File: src/rtl/uart_tx_sched.sv
// uart_tx_sched
// Round-robin scheduler that shares a single uart_tx among NUM_REQ byte
// producers. One byte is accepted per grant. The block drives the uart_tx
// write strobe and write_value. uart_tx has no busy output, so this block
// times every frame itself. It holds off the next grant until the frame
// time has elapsed.
//
// Ports
//   clk_50M      system clock (single domain)
//   reset_n      asynchronous active-low reset
//   req_valid    per-requester "byte pending"
//   req_data     byte of requester i on [8i+7:8i]
//   req_ready    one-cycle accept pulse, at most one bit set
//   write        strobe to uart_tx, WRITE_CLKS cycles wide
//   write_value  byte to uart_tx, held for the whole frame
//   busy         a frame is in progress
//   grant_id     index of the last granted requester
//   frame_count  (only with UART_TX_SCHED_STATS_EN) grants since reset, mod 2^16
//
// Optional feature macro: UART_TX_SCHED_STATS_EN
//
// state  | meaning
// -------+--------------------------------------------------
// IDLE   | line free, arbitrate among valid requesters
// STROBE | write strobe high, frame timer running
// HOLD   | strobe done, waiting for the frame time to elapse

module uart_tx_sched #(
    parameter int NUM_REQ    = 4,
    parameter int CLK_HZ     = 50000000,
    parameter int BAUD       = 9600,
    parameter int GUARD_BITS = 1,
    parameter int WRITE_CLKS = 4
) (
    input  logic                 clk_50M,
    input  logic                 reset_n,
    input  logic [NUM_REQ-1:0]   req_valid,
    input  logic [8*NUM_REQ-1:0] req_data,
    output logic [NUM_REQ-1:0]   req_ready,
    output logic                 write,
    output logic [7:0]           write_value,
    output logic                 busy,
    output logic [2:0]           grant_id
`ifdef UART_TX_SCHED_STATS_EN
    ,
    output logic [15:0]          frame_count
`endif
);

    localparam int BIT_CLKS   = CLK_HZ / BAUD;
    localparam int FRAME_CLKS = (10 + GUARD_BITS) * BIT_CLKS;
    // One spare bit so the timer can never wrap inside a frame.
    localparam int CNT_W      = $clog2(FRAME_CLKS + 1) + 1;

    typedef enum logic [1:0] {
        IDLE   = 2'd0,
        STROBE = 2'd1,
        HOLD   = 2'd2
    } state_t;

    state_t             state, state_d;
    logic [CNT_W-1:0]   cnt, cnt_d;
    logic [2:0]         last, last_d;
    logic [NUM_REQ-1:0] req_ready_d;
    logic               write_d;
    logic [7:0]         write_value_d;
    logic               busy_d;
    logic [2:0]         grant_id_d;

    logic [7:0]         valid_ext;
    logic [63:0]        data_ext;
    logic [3:0]         cand;
    logic               win_found;
    logic [2:0]         win_idx;
    logic               frame_end;
    logic               strobe_end;
    logic               line_free;
    logic               grant;

    // Widen to the 8-requester maximum so a 3-bit index always fits exactly.
    assign valid_ext  = 8'(req_valid);
    assign data_ext   = 64'(req_data);

    assign strobe_end = (state == STROBE) && (cnt == CNT_W'(WRITE_CLKS));
    assign frame_end  = (state == HOLD) && (cnt == CNT_W'(FRAME_CLKS));
    // The cycle in which the frame time expires already counts as line-free.
    // This lets a waiting request win exactly FRAME_CLKS after the previous
    // write rise.
    assign line_free  = (state == IDLE) || frame_end;
    assign grant      = line_free && win_found;

    // Round-robin search starting just after the last winner.
    always_comb begin
        win_found = 1'b0;
        win_idx   = '0;
        cand      = '0;
        for (int k = 1; k <= NUM_REQ; k++) begin
            cand = 4'(last) + 4'(k);
            if (cand >= 4'(NUM_REQ)) begin
                cand = cand - 4'(NUM_REQ);
            end
            if (!win_found && valid_ext[cand[2:0]]) begin
                win_found = 1'b1;
                win_idx   = cand[2:0];
            end
        end
    end

    always_ff @(posedge clk_50M or negedge reset_n) begin
        if (!reset_n) begin
            state       <= IDLE;
            cnt         <= '0;
            last        <= 3'(NUM_REQ - 1);
            req_ready   <= '0;
            write       <= 1'b0;
            write_value <= 8'h00;
            busy        <= 1'b0;
            grant_id    <= 3'd0;
        end else begin
            state       <= state_d;
            cnt         <= cnt_d;
            last        <= last_d;
            req_ready   <= req_ready_d;
            write       <= write_d;
            write_value <= write_value_d;
            busy        <= busy_d;
            grant_id    <= grant_id_d;
        end
    end

    always_comb begin
        state_d = state;
        case (state)
            IDLE:    if (grant) state_d = STROBE;
            STROBE:  if (strobe_end) state_d = HOLD;
            HOLD:    if (frame_end) state_d = grant ? STROBE : IDLE;
            default: state_d = IDLE;
        endcase
    end

    always_comb begin
        req_ready_d   = '0;
        write_d       = 1'b0;
        write_value_d = write_value;
        busy_d        = busy;
        grant_id_d    = grant_id;
        last_d        = last;
        cnt_d         = cnt + CNT_W'(1);
        if (grant) begin
            req_ready_d   = NUM_REQ'(1) << win_idx;
            write_d       = 1'b1;
            write_value_d = data_ext[{win_idx, 3'b000} +: 8];
            busy_d        = 1'b1;
            grant_id_d    = win_idx;
            last_d        = win_idx;
            cnt_d         = CNT_W'(1);
        end else begin
            if ((state == STROBE) && !strobe_end) begin
                write_d = 1'b1;
            end
            if (frame_end) begin
                busy_d = 1'b0;
            end
            if (state_d == IDLE) begin
                cnt_d = '0;
            end
        end
    end

`ifdef UART_TX_SCHED_STATS_EN
    always_ff @(posedge clk_50M or negedge reset_n) begin
        if (!reset_n) begin
            frame_count <= 16'h0000;
        end else if (grant) begin
            frame_count <= frame_count + 16'h0001;
        end
    end
`endif

endmodule

File: config.mk
export PLATFORM = sky130hd
export DESIGN_NAME = uart_tx_sched
export DESIGN_NICKNAME = d
export VERILOG_FILES = /design/src/rtl/uart_tx_sched.sv
export SDC_FILE = /design/constraint.sdc
export NUM_CORES = 1
export LEC_CHECK = 0
export ABC_AREA = 1
export CORE_MARGIN = 10
export CORE_UTILIZATION = 54
export DETAILED_ROUTE_END_ITERATION = 10
export HOLD_SLACK_MARGIN = 0.15
export PLACE_DENSITY = 0.93
export SLEW_MARGIN = 5
export SYNTH_ARGS = -nofsm -noshare
export SYNTH_HDL_FRONTEND = slang
export SYNTH_SLANG_ARGS = --single-unit
File: constraint.sdc
create_clock -name clk_50M -period 4.9 [get_ports clk_50M]
set_input_delay 1.225 -clock clk_50M [delete_from_list [all_inputs] [get_ports clk_50M]]
set_output_delay 1.225 -clock clk_50M [all_outputs]
set_load 0.05 [all_outputs]
==> flow_summary.toml <==
[outcome]
outcome = "complete, no violations"

[timing]
holdWs_ns = 0.502
slew_viol_final = 0
maxSlewHeadroom_pct = 44.9
fin_setup_tns_ns = 0
skew_ns = 0.00313
setup_viol = 0
worst_slew_pin_slew_ns = 0.827
period_needed_ns = 3.32
min_period_over_period_pct = 67.7
rsz0062_at_grt = "false"
hold_viol_final = 0
max_freq_mhz = 302

[critical_path]
slowest_stage = "nand2_1"
start_kind = "input pin"
cpMostUsedCell = "nand2_1"
crit_arrival_ns = 3.48
cpPeakStageDelay_ns = 0.60
critPathRequiredTime_ns = 5.07
cp_max_fo = 20
end_kind = "register"
critPathKind = "in -> reg"
crit_chain = "clkdlybuf4s50_1, inv_1, nand2_1, nand3_1, nand2_1, inv_1, nand4_1, nand2_1, nand2_2, o21ai_4, nor2_1"

[global_route]
grt_pass1_wl_mm = 10.2
grt_overflow_total = 0
grt_start_max_net_pins = 39
track_usage_pct = 16.8
antenna_found_initial = 0
grt_pass1_vias = 2223

[yosys]
synth_area_per_cell_um2 = 7.18
synth_cells = 327
synth.distinct_cells = 31
synth_top_area_cell = "dfrtp_1"
synth_flop_cell = "dfrtp_1"
synth_fp_nets = 369
synth_seq_cells = 38
yosysSeqAreaShare_pct = 40.6
syn_area_mm2 = 0.00235
ys_top_cells_by_area = "dfrtp_1 (38%), nand2_1 (14%), nand3_1 (9.6%)"
yosysWarnings = 0
synthArstFlopShare_pct = 100
synth_edf_count = 0
synth_top_area_share_pct = 38.4

[clocking]
post_cts_buffers = 0
tritoncts = "yes"
cts_max_path_buffers = 2
clkSlewWorstSetupHoldPaths_ns = 0.08
cts_made_buffers = 5
clkLatencyLatePin_ns = 0.29
cts.sinks = 38
ctsHoldBuffers = 0
cts_resized = 0
root_buffer = "clkbuf_8"
htreeDepth = 2

[power]
internal_power_mw = 0.494
leakagePower_nw = 1.58
pwr-share-clk_pct = 42.7
p_comb_share_pct = 7.3
power.net_switching_mw = 0.133
total_power_mw = 0.627
swShare_pct = 21.3
irDropWorstVdd_v = 0.000126
seqPwrFrac_pct = 49.9
powerDensity_mw_per_mm2 = 208

[placed_design]
dp_hpwl_mm = 4.43
port_buffers = 54
place_inst = 426
placed_cell_area_mm2 = 0.00290
place.gp.congestion = 0.899

[floorplan]
core-area_mm2 = 0.00412
dieArea_mm2 = 0.00738
fp-row-count = 23
die_w_um = 85.9
chipHeight_um = 85.9
initial_core_util_pct = 57.0
io_pins = 55

[route]
wire_per_inst_um = 13.2
first_pass_iters = 4
drc = 0
routed_via_density = 5.06
detail-route-antenna-nets = 0
drt_iter0_markers = 231
vias = 2196
drt_wl_total_mm = 5.72

[final_layout]
ff_latch_area_um2 = 953
drive_gt1_share_pct = 8.07
multi_input_area_mm2 = 0.00112
antenna_cells = 0
area_delta_synth_final_pct = 28.5
layout.cells.non_filler = 434
fillers = 319
final_area_mm2 = 0.00302
layout.nets = 425

[job]
drv_cap = 0

[hold_path]
hold_path.class = "reg -> reg"
[sequential cells by signal, summed over array words and instances (netlist names)]
| register | count |
|---|---|
| cnt | 17 |
| write_value | 8 |
| req_ready | 4 |
| grant_id | 3 |
| last | 2 |
| state | 2 |
| busy | 1 |
| write | 1 |
[cells by family (layout without fill, tap and decap cells)]
logic type               Yosys count  count (layout)  synth area share [%]
AND/OR/NAND/NOR                  203             203                  40.5
buffers and inverters             65             122                  11.5
flip-flops                        38              38                  40.6
XOR/XNOR                           7               7                  2.61
adder cells (fa/ha/maj)            4               4                  2.13
AO/OA/AOI/OAI                     10              10                  2.67
[power by group through the flow]
| stage | clock network [mW] | logic [mW] | registers [mW] |
|---|---|---|---|
| detailed placement | 0 | 0.0465 | 0.320 |
| global placement | 0 | 0.0452 | 0.320 |
| finish | 0.268 | 0.0458 | 0.313 |
| CTS | 0.269 | 0.0466 | 0.313 |
| global route | 0.289 | 0.0513 | 0.313 |
| floorplan | 0 | 0.00997 | 0.320 |
[routing by layer]
| metal | wire length, µm | track usage (%) | part of all wire [%] |
|---|---|---|---|
| met5 | 0 | 0 | 0 |
| met1 | 2250 | 18.3 | 39 |
| met2 | 2760 | 27.7 | 48 |
| met3 | 572 | 8.23 | 10 |
| met4 | 131 | 5.54 | 2.3 |
[metrics by stage]
step / worst slack (ns) / utilization, %
after floorplan: 2.51 / -
after global placement: 1.44 / 70.5
after detailed placement: 1.28 / 70.5
after CTS: 1.60 / 73.3
after global routing: 1.33 / 73.3
final: 1.58 / 73.3
[final cells by class]
| cell class | count | area share (%) |
|---|---|---|
| Multi-Input combinational cell | 224 | 37.2 |
| Sequential cell | 38 | 31.6 |
| Timing Repair Buffer | 54 | 17.8 |
| Inverter | 60 | 7.55 |
| Clock buffer | 5 | 2.28 |
| Tap cell | 50 | 2.07 |
| Clock inverter | 3 | 1.49 |
[worst max-delay path: cells and delay by family]
family,cells,cell delay [ns]
and+or+nand+nor,7,1.28
buffers and inverters,3,0.57
AOI/OAI and AO/OA,1,0.40
[layout by cell type, fill, tap and decap left out]
cell type | Yosys | layout
a21oi_1 | 2 | 2
buf_2 | 1 | 1
bufinv_16 | 0 | 1
clkbuf_8 | 0 | 5
clkdlybuf4s50_1 | 0 | 53
clkinvlp_4 | 0 | 2
dfrtp_1 | 36 | 36
dfstp_2 | 2 | 2
ha_1 | 4 | 4
inv_1 | 57 | 57
inv_2 | 2 | 2
inv_4 | 1 | 1
nand2_1 | 87 | 87
nand2_2 | 3 | 3
nand2_4 | 1 | 1
nand3_1 | 45 | 45
nand3_2 | 2 | 2
nand3_4 | 1 | 1
nand4_1 | 6 | 6
nand4_4 | 1 | 1
nor2_1 | 35 | 35
nor2_2 | 2 | 2
nor2_4 | 2 | 2
nor3_1 | 7 | 7
nor3b_1 | 1 | 1
nor4_1 | 3 | 3
o21ai_0 | 6 | 6
o21ai_4 | 1 | 1
o22ai_1 | 1 | 1
or2_0 | 3 | 3
or2_2 | 4 | 4
xnor2_1 | 3 | 3
xor2_1 | 4 | 4
[Yosys cell counts (all sizes together) (3+ instances only)]
| cell | count |
|---|---|
| buf | 5 |
| dfrtp | 36 |
| ha | 4 |
| inv | 60 |
| nand2 | 91 |
| nand3 | 48 |
| nand4 | 7 |
| nor2 | 39 |
| nor3 | 7 |
| nor4 | 3 |
| o21ai | 7 |
| or2 | 7 |
| xnor2 | 3 |
| xor2 | 4 |
[path summary, 6_finish.rpt]
kind,start,endpoint,slack (ns),depth (start not counted)
worst min register to register,write_value[6]$_DFFE_PN0N_,write_value[6]$_DFFE_PN0N_,0.50,2
worst min-delay path,write_value[6]$_DFFE_PN0N_,write_value[6]$_DFFE_PN0N_,0.50,2
min in group asynchronous,reset_n,grant_id[2]$_DFFE_PN0N_,1.02,1
max in group asynchronous,reset_n,cnt[10]$_DFF_PN0_,3.36,1
worst max-delay path,req_valid[3],cnt[15]$_DFF_PN0_,1.58,11
worst max register to register,last[0]$_DFFE_PN1N_,cnt[15]$_DFF_PN0_,1.86,10
Note: power is estimated with default switching activity, not from simulation.
==> edit: new RTL, config.mk and constraints unchanged <==
Change the parameter `CLK_HZ` from 50000000 to 100000000.
--- a/src/rtl/uart_tx_sched.sv
+++ b/src/rtl/uart_tx_sched.sv
@@ -29,3 +29,3 @@
     parameter int NUM_REQ    = 4,
-    parameter int CLK_HZ     = 50000000,
+    parameter int CLK_HZ     = 100000000,
     parameter int BAUD       = 9600,
Formal check against the unedited RTL: same outputs for any inputs over 10 cycles, from zero or initial values and one cycle with reset_n low; that may be too few to reach the edited logic, so the function may still have changed.
==> edit against the original RTL <==
- sequential power grew 3%
- synthesized area is 13% higher
- non-clock buffer count did not move
- worst setup slack gained 0.22 ns
- power increased by 2.2%
- clock power fell by 1%
- first-iteration DRC count down 67%
- critical path depth rose by 1
- final area grew 9.9%
- clock skew rose by 0.0064 ns
- wire length is 5.1% higher
- sequential share of layout area fell by 2.1 points
- combinational power up 22%
- sequential cell count up 1
- largest power group unchanged
- highest routed layer unchanged
==> edit: results (changes against the original RTL) <==
| Metric | Value |
|---|---|
| Compound-Gate Fraction of Synth Area | `0.008929 (was 0.02665)` |
| Vias after detailed routing | `2375 (was 2196)` |
| Global-route wire length before repair | `10530 um (was 10180 um)` |
| Reg2Reg Depth | `13 (was 10)` |
| Internal power | `0.0005070 W (was 0.0004941 W)` |
| Gr usage total | `0.1502 (was 0.1676)` |
| Worst EP arrival | `3.29 ns (was 3.48 ns)` |
| Worst slew pin tran | `0.8220 ns (was 0.8269 ns)` |
| Clk pwr share | `0.412 (was 0.427)` |
| Die area | `8140 um^2 (was 7384 um^2)` |
| Number of global-route vias before repair | `2469 (was 2223)` |
| Drt total wl | `6006 um (was 5715 um)` |
| Register area share after synthesis | `0.3675 (was 0.4062)` |
| Peak VDD IR | `0.0001177 V (was 0.0001264 V)` |
| Reg-to-reg endpoint | `write_value[3] (was cnt[15])` |
| Commonest cells post-synth | `nand2_1 (78), inv_1 (59), nand3_1 (47) (was nand2_1 (87), inv_1 (57), nand3_1 (45))` |
| Syn avg cell area | `7.543 um^2 (was 7.178 um^2)` |
| Clk_skew | `0.009524 ns (was 0.003133 ns)` |
| 1st-iter DRT viols | `77 (was 231)` |
| Synth Area in Adders | `0.01880 (was 0.02132)` |
| Post-DP HPWL | `4816 um (was 4430 um)` |
| WHS | `0.4891 ns (was 0.5020 ns)` |
| Wirelength per Cell | `12.67 um (was 13.17 um)` |
| Hold Path End | `grant_id[0] (was write_value[6])` |
| Cell Area, Placed | `3206 um^2 (was 2903 um^2)` |
| Status | `complete, no violations (unchanged)` |
| Cell variety after synth | `30 (was 31)` |
| NumNets Final | `448 (was 425)` |
| Clock group | `0.000264 W (was 0.000268 W)` |
| Logic power comb | `0.0000557 W (was 0.0000458 W)` |
| Top cells by area, synth | `dfrtp_1 (35%), nand2_1 (11%), nand3_1 (8.8%) (was dfrtp_1 (38%), nand2_1 (14%), nand3_1 (9.6%))` |
| Hold Startpoint | `grant_id[0] (was write_value[6])` |
| Gpl congestion | `0.8802 (was 0.8991)` |
| Maximum number of pins on one net before global-route repair | `40 (was 39)` |
| Leakage | `1.702 nW (was 1.576 nW)` |
| Worst R2R Setup Slack | `2.09 ns (was 1.86 ns)` |
edit: cell types whose count changed after synthesis, moves of 4 or more:
cell	unedited run	this run
buf_4	2	6
xor2_1	4	13
nand4_1	6	11
nand3_2	2	13
o21ai_0	6	1
nor3_2	0	4
nand2_4	1	9
nand2_1	87	78
edit: cell families after synthesis:
group,Yosys count
xor gates and xnor gates,16
DFF,39
adders and majority gates,4
AOI/OAI and AO/OA,4
buffers and inverters,73
and+or+nand+nor,217
edit: cell type report:
cell class / instances / area (um^2)
clock buffers: 6 / 72.57
clock inverters: 2 / 37.54
fillers: 403 / 1439
inverters: 65 / 246.5
multi-input cells: 241 / 1361
flip-flops and latches: 39 / 978.4
well taps: 67 / 83.83
repair buffers: 54 / 535.5
edit: worst max-delay path, stage by stage:
cell and delay (ns):
clkdlybuf4s50_1 0.47, nand2_1 0.08, nand3_2 0.11, nand3_2 0.14, nand3_1 0.13, nand3_2 0.31, nand2_4 0.43, nand2_1 0.10
nand3_1 0.09, nand2_1 0.06, nand2_1 0.07, nand2_1 0.06
edit: per-layer routing:
metal | vias up | wire [um] | global-route usage
li1 | 1210 | - | -
met4 | 0 | 63 | 0.03846
met5 | - | 0 | 0
met2 | 56 | 3008 | 0.2633
met1 | 1100 | 2525 | 0.1654
met3 | 9 | 408 | 0.05902
edit: how the worst max path moves through the flow:
| stage | end | slack [ns] |
|---|---|---|
| 3_5_place_dp | write_value[5] | 1.49 |
| 4_1_cts | write_value[5] | 1.81 |
| 5_1_grt | write_value[0] | 1.59 |
| 3_3_place_gp | write_value[6] | 1.56 |
| 6_report | write_value[3] | 1.80 |
| 2_1_floorplan | write_value[0] | 2.48 |
